--- config.mk ---
export PLATFORM = sky130hd
export DESIGN_NAME = hazard_ctrl_unit
export DESIGN_NICKNAME = d
export VERILOG_FILES = /design/src/rtl/hazard_pkg.sv /design/src/rtl/fwd_sel.sv /design/src/rtl/hazard_ctrl_unit.sv
export SDC_FILE = /design/constraint.sdc
export NUM_CORES = 1
export LEC_CHECK = 0
export CORE_MARGIN = 2
export CORE_UTILIZATION = 40
export CTS_BUF_LIST = sky130_fd_sc_hd__clkbuf_4
export CTS_CLUSTER_DIAMETER = 60
export DETAILED_ROUTE_END_ITERATION = 8
export PLACE_DENSITY = 0.95
export SKIP_CTS_REPAIR_TIMING = 1
export SLEW_MARGIN = 5
export SYNTH_ARGS = -nofsm -noshare
export SYNTH_HDL_FRONTEND = slang
export SYNTH_HIERARCHICAL = 1
export SYNTH_SLANG_ARGS = --single-unit
--- constraint.sdc ---
create_clock -name clk -period 3.52 [get_ports clk]
set_input_delay 0.704 -clock clk [delete_from_list [all_inputs] [get_ports clk]]
set_output_delay 0.704 -clock clk [all_outputs]
set_load 0.03 [all_outputs]
--- src/rtl/hazard_pkg.sv ---
// Shared types and constants for the pipeline hazard/forwarding controller.
package hazard_pkg;

    typedef enum logic [1:0] {
        RST_FLUSH = 2'd0,
        RUN       = 2'd1,
        MC_BUSY   = 2'd2
    } hz_state_e;

    localparam logic [1:0] FWD_RF  = 2'b00;
    localparam logic [1:0] FWD_MEM = 2'b01;
    localparam logic [1:0] FWD_WB  = 2'b10;

endpackage

--- src/rtl/fwd_sel.sv ---
// Single-operand forwarding selector; MEM result wins over WB, x0 never forwards.
module fwd_sel
    import hazard_pkg::*;
#(
    parameter int unsigned REG_AW = 5
) (
    input  logic [REG_AW-1:0] rs_i,
    input  logic [REG_AW-1:0] rd_mem_i,
    input  logic              wen_mem_i,
    input  logic [REG_AW-1:0] rd_wb_i,
    input  logic              wen_wb_i,
    output logic [1:0]        fwd_o
);

    always_comb begin
        fwd_o = FWD_RF;
        if (rs_i != '0) begin
            if (wen_mem_i && (rs_i == rd_mem_i)) begin
                fwd_o = FWD_MEM;
            end else if (wen_wb_i && (rs_i == rd_wb_i)) begin
                fwd_o = FWD_WB;
            end
        end
    end

endmodule

--- src/rtl/hazard_ctrl_unit.sv ---
// Hazard, forwarding and sequenced pipeline-reset controller for the 5-stage RV32I core.
// Optional saturating perf counters are enabled with `define HAZ_PERF_CNT_EN.
module hazard_ctrl_unit
    import hazard_pkg::*;
#(
    parameter int unsigned REG_AW           = 5,
    parameter int unsigned RST_FLUSH_CYCLES = 5,
    parameter int unsigned PERF_W           = 32
) (
    input  logic              clk,
    input  logic              processor_rst_n,
    input  logic              program_rst,
    input  logic [REG_AW-1:0] rs1D,
    input  logic [REG_AW-1:0] rs2D,
    input  logic [REG_AW-1:0] rs1E,
    input  logic [REG_AW-1:0] rs2E,
    input  logic [REG_AW-1:0] rdE,
    input  logic [REG_AW-1:0] rdM,
    input  logic [REG_AW-1:0] rdW,
    input  logic              RF_WENE,
    input  logic              RF_WENM,
    input  logic              RF_WENW,
    input  logic              sel_ldE_1,
    input  logic              br_taken,
    input  logic              mc_startE,
    input  logic              mc_doneE,
    output logic [1:0]        fwdAE,
    output logic [1:0]        fwdBE,
    output logic              Stall_IF,
    output logic              Stall_ID,
    output logic              Stall_EX,
    output logic              Flush_IF,
    output logic              Flush_ID,
    output logic              Flush_EX,
    output logic              Flush_MEM,
    output logic              Flush_WB,
    output logic              mc_abort,
    output logic              pipe_ready
`ifdef HAZ_PERF_CNT_EN
    ,
    output logic [PERF_W-1:0] perf_stall_cnt,
    output logic [PERF_W-1:0] perf_flush_cnt
`endif
);

    localparam int unsigned        FCNT_W    = $clog2(RST_FLUSH_CYCLES + 1);
    localparam logic [FCNT_W-1:0] FCNT_INIT = FCNT_W'(RST_FLUSH_CYCLES);

    hz_state_e         state_q, state_d;
    logic [FCNT_W-1:0] fcnt_q, fcnt_d;
    logic              ld_stall;
    logic [1:0]        fwd_a_raw, fwd_b_raw;

    // Forwarding

    fwd_sel #(
        .REG_AW (REG_AW)
    ) u_fwd_a (
        .rs_i      (rs1E),
        .rd_mem_i  (rdM),
        .wen_mem_i (RF_WENM),
        .rd_wb_i   (rdW),
        .wen_wb_i  (RF_WENW),
        .fwd_o     (fwd_a_raw)
    );

    fwd_sel #(
        .REG_AW (REG_AW)
    ) u_fwd_b (
        .rs_i      (rs2E),
        .rd_mem_i  (rdM),
        .wen_mem_i (RF_WENM),
        .rd_wb_i   (rdW),
        .wen_wb_i  (RF_WENW),
        .fwd_o     (fwd_b_raw)
    );

    // Selects are forced to the register file while the processor is held in reset.
    assign fwdAE = processor_rst_n ? fwd_a_raw : FWD_RF;
    assign fwdBE = processor_rst_n ? fwd_b_raw : FWD_RF;

    // Control FSM

    assign ld_stall = sel_ldE_1 & RF_WENE & (rdE != '0) & ((rs1D == rdE) | (rs2D == rdE));

    assign pipe_ready = (state_q == RUN) || (state_q == MC_BUSY);

    always_comb begin
        state_d   = state_q;
        fcnt_d    = fcnt_q;
        Stall_IF  = 1'b0;
        Stall_ID  = 1'b0;
        Stall_EX  = 1'b0;
        Flush_IF  = 1'b0;
        Flush_ID  = 1'b0;
        Flush_EX  = 1'b0;
        Flush_MEM = 1'b0;
        Flush_WB  = 1'b0;
        mc_abort  = 1'b0;

        unique case (state_q)
            RST_FLUSH: begin
                Flush_IF  = 1'b1;
                Flush_ID  = 1'b1;
                Flush_EX  = 1'b1;
                Flush_MEM = 1'b1;
                Flush_WB  = 1'b1;
                fcnt_d    = fcnt_q - FCNT_W'(1);
                if (fcnt_q == FCNT_W'(1)) begin
                    state_d = RUN;
                end
            end
            RUN: begin
                // A taken branch squashes the younger instructions, so any stall is moot.
                if (br_taken) begin
                    Flush_ID = 1'b1;
                    Flush_EX = 1'b1;
                end else if (mc_startE && !mc_doneE) begin
                    Stall_IF  = 1'b1;
                    Stall_ID  = 1'b1;
                    Stall_EX  = 1'b1;
                    Flush_MEM = 1'b1;
                    state_d   = MC_BUSY;
                end else if (ld_stall) begin
                    Stall_IF = 1'b1;
                    Stall_ID = 1'b1;
                    Flush_EX = 1'b1;
                end
            end
            MC_BUSY: begin
                if (mc_doneE) begin
                    state_d = RUN;
                end else begin
                    Stall_IF  = 1'b1;
                    Stall_ID  = 1'b1;
                    Stall_EX  = 1'b1;
                    Flush_MEM = 1'b1;
                end
            end
            default: begin
                state_d = RST_FLUSH;
                fcnt_d  = FCNT_INIT;
            end
        endcase

        if (program_rst) begin
            state_d   = RST_FLUSH;
            fcnt_d    = FCNT_INIT;
            Stall_IF  = 1'b0;
            Stall_ID  = 1'b0;
            Stall_EX  = 1'b0;
            Flush_IF  = 1'b1;
            Flush_ID  = 1'b1;
            Flush_EX  = 1'b1;
            Flush_MEM = 1'b1;
            Flush_WB  = 1'b1;
            mc_abort  = (state_q == MC_BUSY);
        end
    end

    always_ff @(posedge clk or negedge processor_rst_n) begin
        if (!processor_rst_n) begin
            state_q <= RST_FLUSH;
            fcnt_q  <= FCNT_INIT;
        end else begin
            state_q <= state_d;
            fcnt_q  <= fcnt_d;
        end
    end

`ifdef HAZ_PERF_CNT_EN
    logic [PERF_W-1:0] stall_cnt_q, stall_cnt_d;
    logic [PERF_W-1:0] flush_cnt_q, flush_cnt_d;
    logic              br_flush;

    assign br_flush = (state_q == RUN) && br_taken && !program_rst;

    always_comb begin
        stall_cnt_d = stall_cnt_q;
        flush_cnt_d = flush_cnt_q;
        if (Stall_IF && !(&stall_cnt_q)) begin
            stall_cnt_d = stall_cnt_q + PERF_W'(1);
        end
        if (br_flush && !(&flush_cnt_q)) begin
            flush_cnt_d = flush_cnt_q + PERF_W'(1);
        end
    end

    always_ff @(posedge clk or negedge processor_rst_n) begin
        if (!processor_rst_n) begin
            stall_cnt_q <= '0;
            flush_cnt_q <= '0;
        end else begin
            stall_cnt_q <= stall_cnt_d;
            flush_cnt_q <= flush_cnt_d;
        end
    end

    assign perf_stall_cnt = stall_cnt_q;
    assign perf_flush_cnt = flush_cnt_q;
`else
    logic unused_perf_w;
    assign unused_perf_w = |PERF_W;
`endif

endmodule

# Word level (Yosys, flattened, before mapping)
# Index checks and enable logic that the tools add are counted.
# totals
input_bits	45
output_inout_bits	14
elab_cells	72
reg_bits	5
# op_classes
bitwise	4
eq_ne	14
add_sub_neg	1
n_mux	38
reduce_logical	13
# ops
operator	count
equality test 5 bit	6
2-to-1 mux 2 bit	13
2-to-1 mux 1 bit	17
nonzero test 5 bit	3
inequality test 3 bit, second input constant	3
one-hot mux 1 bit (2 select lines)	4
one-hot mux 2 bit (3 select lines)	1
one-hot mux 3 bit (2 select lines)	1
logical AND 1 bit	5
AND reduction 4 bit	1
bitwise AND 1 bit	3
equality test 3 x 1 -> 1 bit, second input constant	1
2-to-1 mux 3 bit	1
inequality test 3 x 2 -> 1 bit, second input constant	1
one-hot mux 1 bit (3 select lines)	1
subtractor 3 x 1 -> 3 bit, second input constant	1
equality test 2 x 1 -> 1 bit, second input constant	1
equality test 2 bit, second input constant	1
zero test 2 bit	1
inequality test 2 x 1 -> 1 bit, second input constant	1
OR reduction 2 bit	1
zero test 1 bit	1
logical OR 1 bit	1
bitwise OR 1 bit	1

# Logic depth before layout (Yosys ltp)
# Gate-level depths: netlist of the first run.
# logic_depth
ltp_word	8
mapped_depth	7
depth_no_buf	6

# Modules after synthesis
# The synthesis of the first run kept the hierarchy.
# by_module_without_submodules
mod	area_per_inst_um2	cells_per_inst	seq_area_each_um2	n_inst
hazard_ctrl_unit	625.6	78	127.6	1
fwd_sel	135.1	18	0.0	2

# Worst setup path before layout of the first run
# Ideal clock, no wire load.
# synth_timing
path_type	register to output
startpoint	reg state_q[0]
endpoint	out Stall_IF
stages_incl_launch_ff	7
slack_ns	0.672
path_buffers	1
arrival_time_ns	2.144
t_required_ns	2.816
cell_sequence	dfrtp_1 inv_1 ha_1 nor4bb_1 nand4_1 o21bai_1 buf_4
# synth_between
elab_chain_len	3
elab_cells_between_ends	4
classes_between	2 x eq/ne; 2 x mux
# synth_lines
item	line_no	text
from (decl)	hazard_ctrl_unit.sv:49	hz_state_e state_q, state_d;
from (signal assigned)	hazard_ctrl_unit.sv:166	state_q <= state_d;
equality test 2 bit / equality test 2 x 1 -> 1 bit (equally long branches)	n/a	
one-hot mux 1 bit (2 select lines) *	n/a	
2-to-1 mux 1 bit *	n/a	
to (decl)	hazard_ctrl_unit.sv:29	output logic Stall_IF,
# Mark *: on every way between the ends. The rest lies on a longest branch, timed or not.

# Worst setup path in the final report of the first run
# layout_timing
startpoint	in rs2E[4]
endpoint	out fwdBE[1]
# layout_between
elab_chain_len	6
elab_cells_between_ends	9
classes_between	2 x eq/ne; 4 x mux; 3 x reduce/logical
# layout_lines
item	line_no	text
from (decl)	hazard_ctrl_unit.sv:16	input logic [REG_AW-1:0] rs2E,
equality test 5 bit	fwd_sel.sv:20	end else if (wen_wb_i && (rs_i == rd_wb_i)) begin
logical AND 1 bit	fwd_sel.sv:20	
2-to-1 mux 2 bit	fwd_sel.sv:20	
2-to-1 mux 2 bit	fwd_sel.sv:18	if (wen_mem_i && (rs_i == rd_mem_i)) begin
2-to-1 mux 2 bit *	fwd_sel.sv:17	if (rs_i != '0) begin
named net fwd_b_raw[1]	hazard_ctrl_unit.sv:52	logic [1:0] fwd_a_raw, fwd_b_raw;
2-to-1 mux 2 bit *	hazard_ctrl_unit.sv:80	assign fwdBE = processor_rst_n ? fwd_b_raw : FWD_RF;
to (decl)	hazard_ctrl_unit.sv:28	output logic [1:0] fwdBE,
# Mark *: on every way through the listed nets, which the timed path passes. The rest lies on a longest branch.

==> results.toml, run 1 <==
[status]
status = "completed"

[timing]
worst_slack_ns = 0.1211
rsz0062_at_grt = "false"
slew_viol_final = 0
worst_pin_slew_ns = 0.6237
maxSlewHeadroom_pct = 58.42
fin_skew_ns = 0.002540
finalSetupViolations = 0
fmax_ghz = 0.2942
period_share_pct = 96.56
finalHoldViolCount = 0
fin_setup_tns_ns = 0
period_minus_slack_ns = 3.399

[clock_network]
clkLatencyLatePin_ns = 0.24
cts_num_sinks = 5
h-tree-depth = 1
cts-root-buf = "clkbuf_4"
clockBufferDepth = 2
cts_made_buffers = 3
cts_tree = "yes"
clk_pin_slew_worst_paths_ns = 0.04

[placement]
post-dp-hpwl_um = 2295
io_buffers = 58
routabilityCongestion = 0.8336
dp.cells = 198
place_ws_ns = 0.1325

[min_path]
whs_path_depth = 2
hold_path_end = "fcnt_q[1]"
hold_class = "flop to flop"
hp-start = "fcnt_q[1]"

[pwr]
p_leak_nw = 0.6052
ir_drop_mv = 0.3810
powerDensity_nw_per_um2 = 395.6

[synthesis]
syn_nets = 166
synth-edff-count = 0
synth_cells = 114
ys_seq_elements = 5
syn_area_per_cell_um2 = 7.858
ys_warn_count = 6
async_flop_share_pct = 100.0
synth-main-ff-cell = "dfrtp_1"
synth.distinct_cells = 33
ys_seq_area_share_pct = 14.25
syn_area_um2 = 895.9

[global_route]
grt_pass1_wl_um = 4291
grt.total_usage_pct = 21.10
grt_max_degree = 10
grt-ovfl-total = 0
antenna_found_initial = 0
grt_pass1_vias = 1031

[critical_path]
cpPeakStageDelay_ns = 0.67
crit_path_end_kind = "output port"
r2r_end = "state_q[0]"
cp_slowest_cell = "clkdlybuf4s50_1"
startpoint_type = "input port"
critical_path.cell_chain = "clkdlybuf4s50_1 > xor2_1 > nor4_1 > nand3_1 > nor4b_1 > and2_1 > clkdlybuf4s50_1"
crit_fanout = 3
r2r_start = "state_q[0]"
ff2ff_path_depth = 5
worst-r2r-setup-slack_ns = 1.69
cp_common_cell = "clkdlybuf4s50_1"
required_ns = 2.82
crit_type = "input port to output port"
arrival_ns = 2.69

[route]
via_per_inst = 5.124
num_vias = 1035
drt_wl_total_um = 2754
drc = 0
first_pass_iters = 4
first_iter_violations = 15
avgRoutedWirePerCell_um = 13.63
drtAntennaViolNets = 0

[cells_and_area]
layout.cells.non_filler = 202
area_growth_syn_to_layout_pct = 70.81
most-common-layout-cells = "clkdlybuf4s50_1 (58), xor2_1 (18), nor2_1 (13)"
fin_nets = 227
fill_cells = 184
n_antenna_cell = 0
final_common_cell = "clkdlybuf4s50_1"
drive_gt1_share_pct = 5.747

[floorplan]
num_io_pins = 59
rows = 17
fp.dieW_um = 51.33
initial_core_util_pct = 41.29
dieArea_um2 = 2634
fp.dieH_um = 51.33
coreArea_um2 = 2170

[job]
drv_cap = 0
## synthesized netlist by cell type (2+ instances only)
library cell   n  area [um^2]
nand3_1        2        10.01
mux2i_1        2        20.02
nor4_1         2        12.51
dfrtp_1        3        75.07
nand2_1        5        18.77
o21bai_1       3        22.52
ha_1           7        87.58
nor3_1         3        15.01
xor2_1        18        157.7
nand4_1        4        25.02
inv_1          6        22.52
nand2b_1       3        18.77
a21o_1         2        15.01
nor4b_1        2        17.52
xnor2_1       12        105.1
buf_4          2        15.01
a21oi_1        3        15.01
nor2_1        13        48.80
nor2_2         2        12.51
and2_1         5        31.28
dfstp_2        2        52.55
or4_1          2        15.01
## power by group
| part | leakage, nW | switching [mW] | internal, mW | total [mW] |
|---|---|---|---|---|
| Combinational | 0.525 | 0.219 | 0.201 | 0.421 |
| Sequential | 0.0617 | 0.0216 | 0.0886 | 0.110 |
| Clock | 0.0184 | 0.0239 | 0.0506 | 0.0745 |
| Total | 0.605 | 0.265 | 0.340 | 0.605 |
## routing by layer
metal	track usage (%)	vias up	routed length (um)
li1	-	512	-
met1	24.06	490	1161
met2	38.53	31	1412
met3	4.386	2	171
met4	7.456	0	8
met5	0	-	0
## worst max path at each step
stage / from / cells after the start / endpoint / slack (ns)
after floorplan: state_q[0] / 6 / Stall_IF / 0.67
after global placement: rs2E[2] / 6 / fwdBE[1] / 0.13
after detailed placement: rs2E[3] / 7 / fwdBE[1] / 0.13
after CTS: rs2E[4] / 7 / fwdBE[1] / 0.12
after global routing: rs2E[4] / 7 / fwdBE[1] / 0.03
final: rs2E[4] / 7 / fwdBE[1] / 0.12
## cell families after synthesis
group | count (synthesis) | share of synthesized area (%)
muxes | 2 | 2.235
and+or+nand+nor | 49 | 30.59
buffers and inverters | 9 | 4.608
DFF | 5 | 14.25
adders and majority gates | 7 | 9.776
AOI/OAI and AO/OA | 12 | 9.217
xor gates and xnor gates | 30 | 29.33
## flip-flops by register name (all words and copies together) (netlist names)
signal / cells
state_q: 2
fcnt_q: 3
## layout make-up
| cell class | count | area (um^2) | share of cell area (%) |
|---|---|---|---|
| Clock buffer | 4 | 30.03 | 1.962 |
| Timing Repair Buffer | 59 | 588.1 | 38.43 |
| Inverter | 6 | 22.52 | 1.472 |
| Tap cell | 28 | 35.03 | 2.289 |
| Multi-Input combinational cell | 100 | 726.9 | 47.51 |
| Sequential cell | 5 | 127.6 | 8.340 |
## critical path, delay by kind of cell
kind          cells  cell delay (ns)
buf+inv           2             1.23
simple gates      4             0.57
xor+xnor          1             0.19
## stage by stage
step	utilization, %	area, um^2	hold WS (ns)	total power [mW]
after CTS	70.53	1530	0.5457	0.6082
after global routing	70.53	1530	0.6043	0.6621
after detailed placement	69.15	1500	0.5367	0.5288
final	70.53	1530	0.5461	0.6054
after floorplan	-	895.9	0.4084	0.3708
after global placement	69.15	1500	0.5063	0.5063
Power figures use the tool's default switching activity.
==> run 2, diff against run 1 <==
--- a/config.mk
+++ b/config.mk
@@ -10,6 +10,7 @@
 export CTS_BUF_LIST = sky130_fd_sc_hd__clkbuf_4
 export CTS_CLUSTER_DIAMETER = 60
 export DETAILED_ROUTE_END_ITERATION = 8
+export GPL_ROUTABILITY_DRIVEN = 0
 export PLACE_DENSITY = 0.95
 export SKIP_CTS_REPAIR_TIMING = 1
 export SLEW_MARGIN = 5
==> run 2 against run 1 <==
  * Sequential share of layout area about the same
  * Global-route usage is 2.2 points higher
  * Critical path depth decreased by 1
  * Register-to-register slack improved by 0.13 ns
  * Hold slack worse by 0.015 ns
  * Die area unchanged
  * Count of clock-buffer cells in the layout is the same
  * Clock skew is 0.0075 ns higher
  * Via count is 0.68% higher
  * Clock power grew 4.3%
  * Design area up 0.33%
  * Fmax grew 1.1%
==> results.toml, run 2 (synthesis results as in run 1) <==
[pwr]
p_leak_nw = 0.6424
powerDensity_nw_per_um2 = 392.8
ir_drop_mv = 0.4011

[cells_and_area]
area_growth_syn_to_layout_pct = 71.37
n_antenna_cell = 0
fin_nets = 227
drive_gt1_share_pct = 5.747
final_common_cell = "clkdlybuf4s50_1"
final_core_util_pct = 70.76
most-common-layout-cells = "clkdlybuf4s50_1 (56), xor2_1 (18), nor2_1 (13)"
largest-register = "fcnt_q"
reg_top3 = "fcnt_q x3, state_q x2"
layout.cells.non_filler = 202
largest_reg_flops = 3
fill_cells = 165

[route]
via_per_inst = 5.158
drc = 0
drt_wl_total_um = 2837
first_iter_violations = 10
num_vias = 1042
drtAntennaViolNets = 0
avgRoutedWirePerCell_um = 14.04
first_pass_iters = 4

[placement]
place_ws_ns = 0.06158
dp.cells = 198
io_buffers = 58
post-dp-hpwl_um = 2461

[floorplan]
fp.dieH_um = 51.33
dieArea_um2 = 2634
num_io_pins = 59
coreArea_um2 = 2170
rows = 17
fp.dieW_um = 51.33
initial_core_util_pct = 41.29

[critical_path]
arrival_ns = 2.66
worst-r2r-setup-slack_ns = 1.82
startpoint_type = "input port"
crit_type = "input port to output port"
crit_path_end_kind = "output port"
crit_fanout = 3
required_ns = 2.82

[global_route]
grt-ovfl-total = 0
grt_pass1_vias = 1072
antenna_found_initial = 0
grt.total_usage_pct = 23.30
grt_max_degree = 10
grt_pass1_wl_um = 4623

[clock_network]
clk_pin_slew_worst_paths_ns = 0.04
clockBufferDepth = 2
cts-root-buf = "clkbuf_4"
cts_made_buffers = 3
cts_tree = "yes"
clkLatencyLatePin_ns = 0.25
h-tree-depth = 1
cts_num_sinks = 5

[timing]
period_minus_slack_ns = 3.362
maxSlewHeadroom_pct = 64.19
worst_pin_slew_ns = 0.5371
fmax_ghz = 0.2975
fin_setup_tns_ns = 0
rsz0062_at_grt = "false"
finalHoldViolCount = 0
fin_skew_ns = 0.01009
worst_slack_ns = 0.1581
slew_viol_final = 0
period_share_pct = 95.51
finalSetupViolations = 0

[status]
status = "completed"

[job]
drv_cap = 0

[min_path]
hold_class = "flop to flop"
==> run 2: changes by cell type in the layout (fill, tap and decap cells not counted) <==
cell | before | now
clkdlybuf4s50_1 | 58 | 56
dlymetal6s2s_1 | 0 | 2
==> run 2: final timing paths <==
kind | startpoint | end | depth (start not counted)
worst min register to register | fcnt_q[1] | fcnt_q[1] | 2
min in group asynchronous | processor_rst_n | state_q[0] | 1
max in group asynchronous | processor_rst_n | fcnt_q[0] | 1
worst max register to register | state_q[0] | state_q[0] | 5
worst max-delay path | rs2E[2] | fwdBE[1] | 6
worst min-delay path | fcnt_q[1] | fcnt_q[1] | 2
==> run 2: cell type report <==
type | count | area (um^2) | area share, %
Clock buffer | 4 | 30.03 | 1.956
Inverter | 6 | 22.52 | 1.467
Multi-Input combinational cell | 100 | 726.9 | 47.35
Sequential cell | 5 | 127.6 | 8.313
Tap cell | 28 | 35.03 | 2.282
Timing Repair Buffer | 59 | 593.1 | 38.63
==> run 2: metrics by stage <==
stage               power (mW)  instance area, um^2  hold slack, ns
floorplan               0.3708                895.9          0.4084
global placement        0.5057                 1500          0.5051
detailed placement      0.5247                 1500          0.5222
CTS                     0.6056                 1530          0.5330
global route            0.6533                 1535          0.5619
finish                  0.6031                 1535          0.5312
==> run 2: worst max-delay path, stage by stage <==
cell and delay, ns:
clkdlybuf4s50_1 0.47, or4_1 0.58, nor2_2 0.12, nor4b_1 0.06
and2_1 0.15, clkdlybuf4s50_1 0.59
==> run 2: where the power goes <==
part / switching [mW] / internal, mW / leakage (nW) / total [mW]
clock: 0.0269 / 0.0508 / 0.0184 / 0.0777
sequential: 0.0215 / 0.0886 / 0.0617 / 0.110
combinational: 0.215 / 0.200 / 0.562 / 0.415
==> run 2: per-layer routing <==
| metal | share of wire (%) | global-route usage, % | vias to the layer above | wire length [um] |
|---|---|---|---|---|
| met5 | 0 | 0 | - | 0 |
| met4 | 2.4 | 12.72 | 0 | 67 |
| met3 | 6.1 | 3.801 | 8 | 173 |
| met2 | 54 | 43.51 | 31 | 1522 |
| met1 | 38 | 24.60 | 493 | 1074 |
| li1 | - | - | 510 | - |
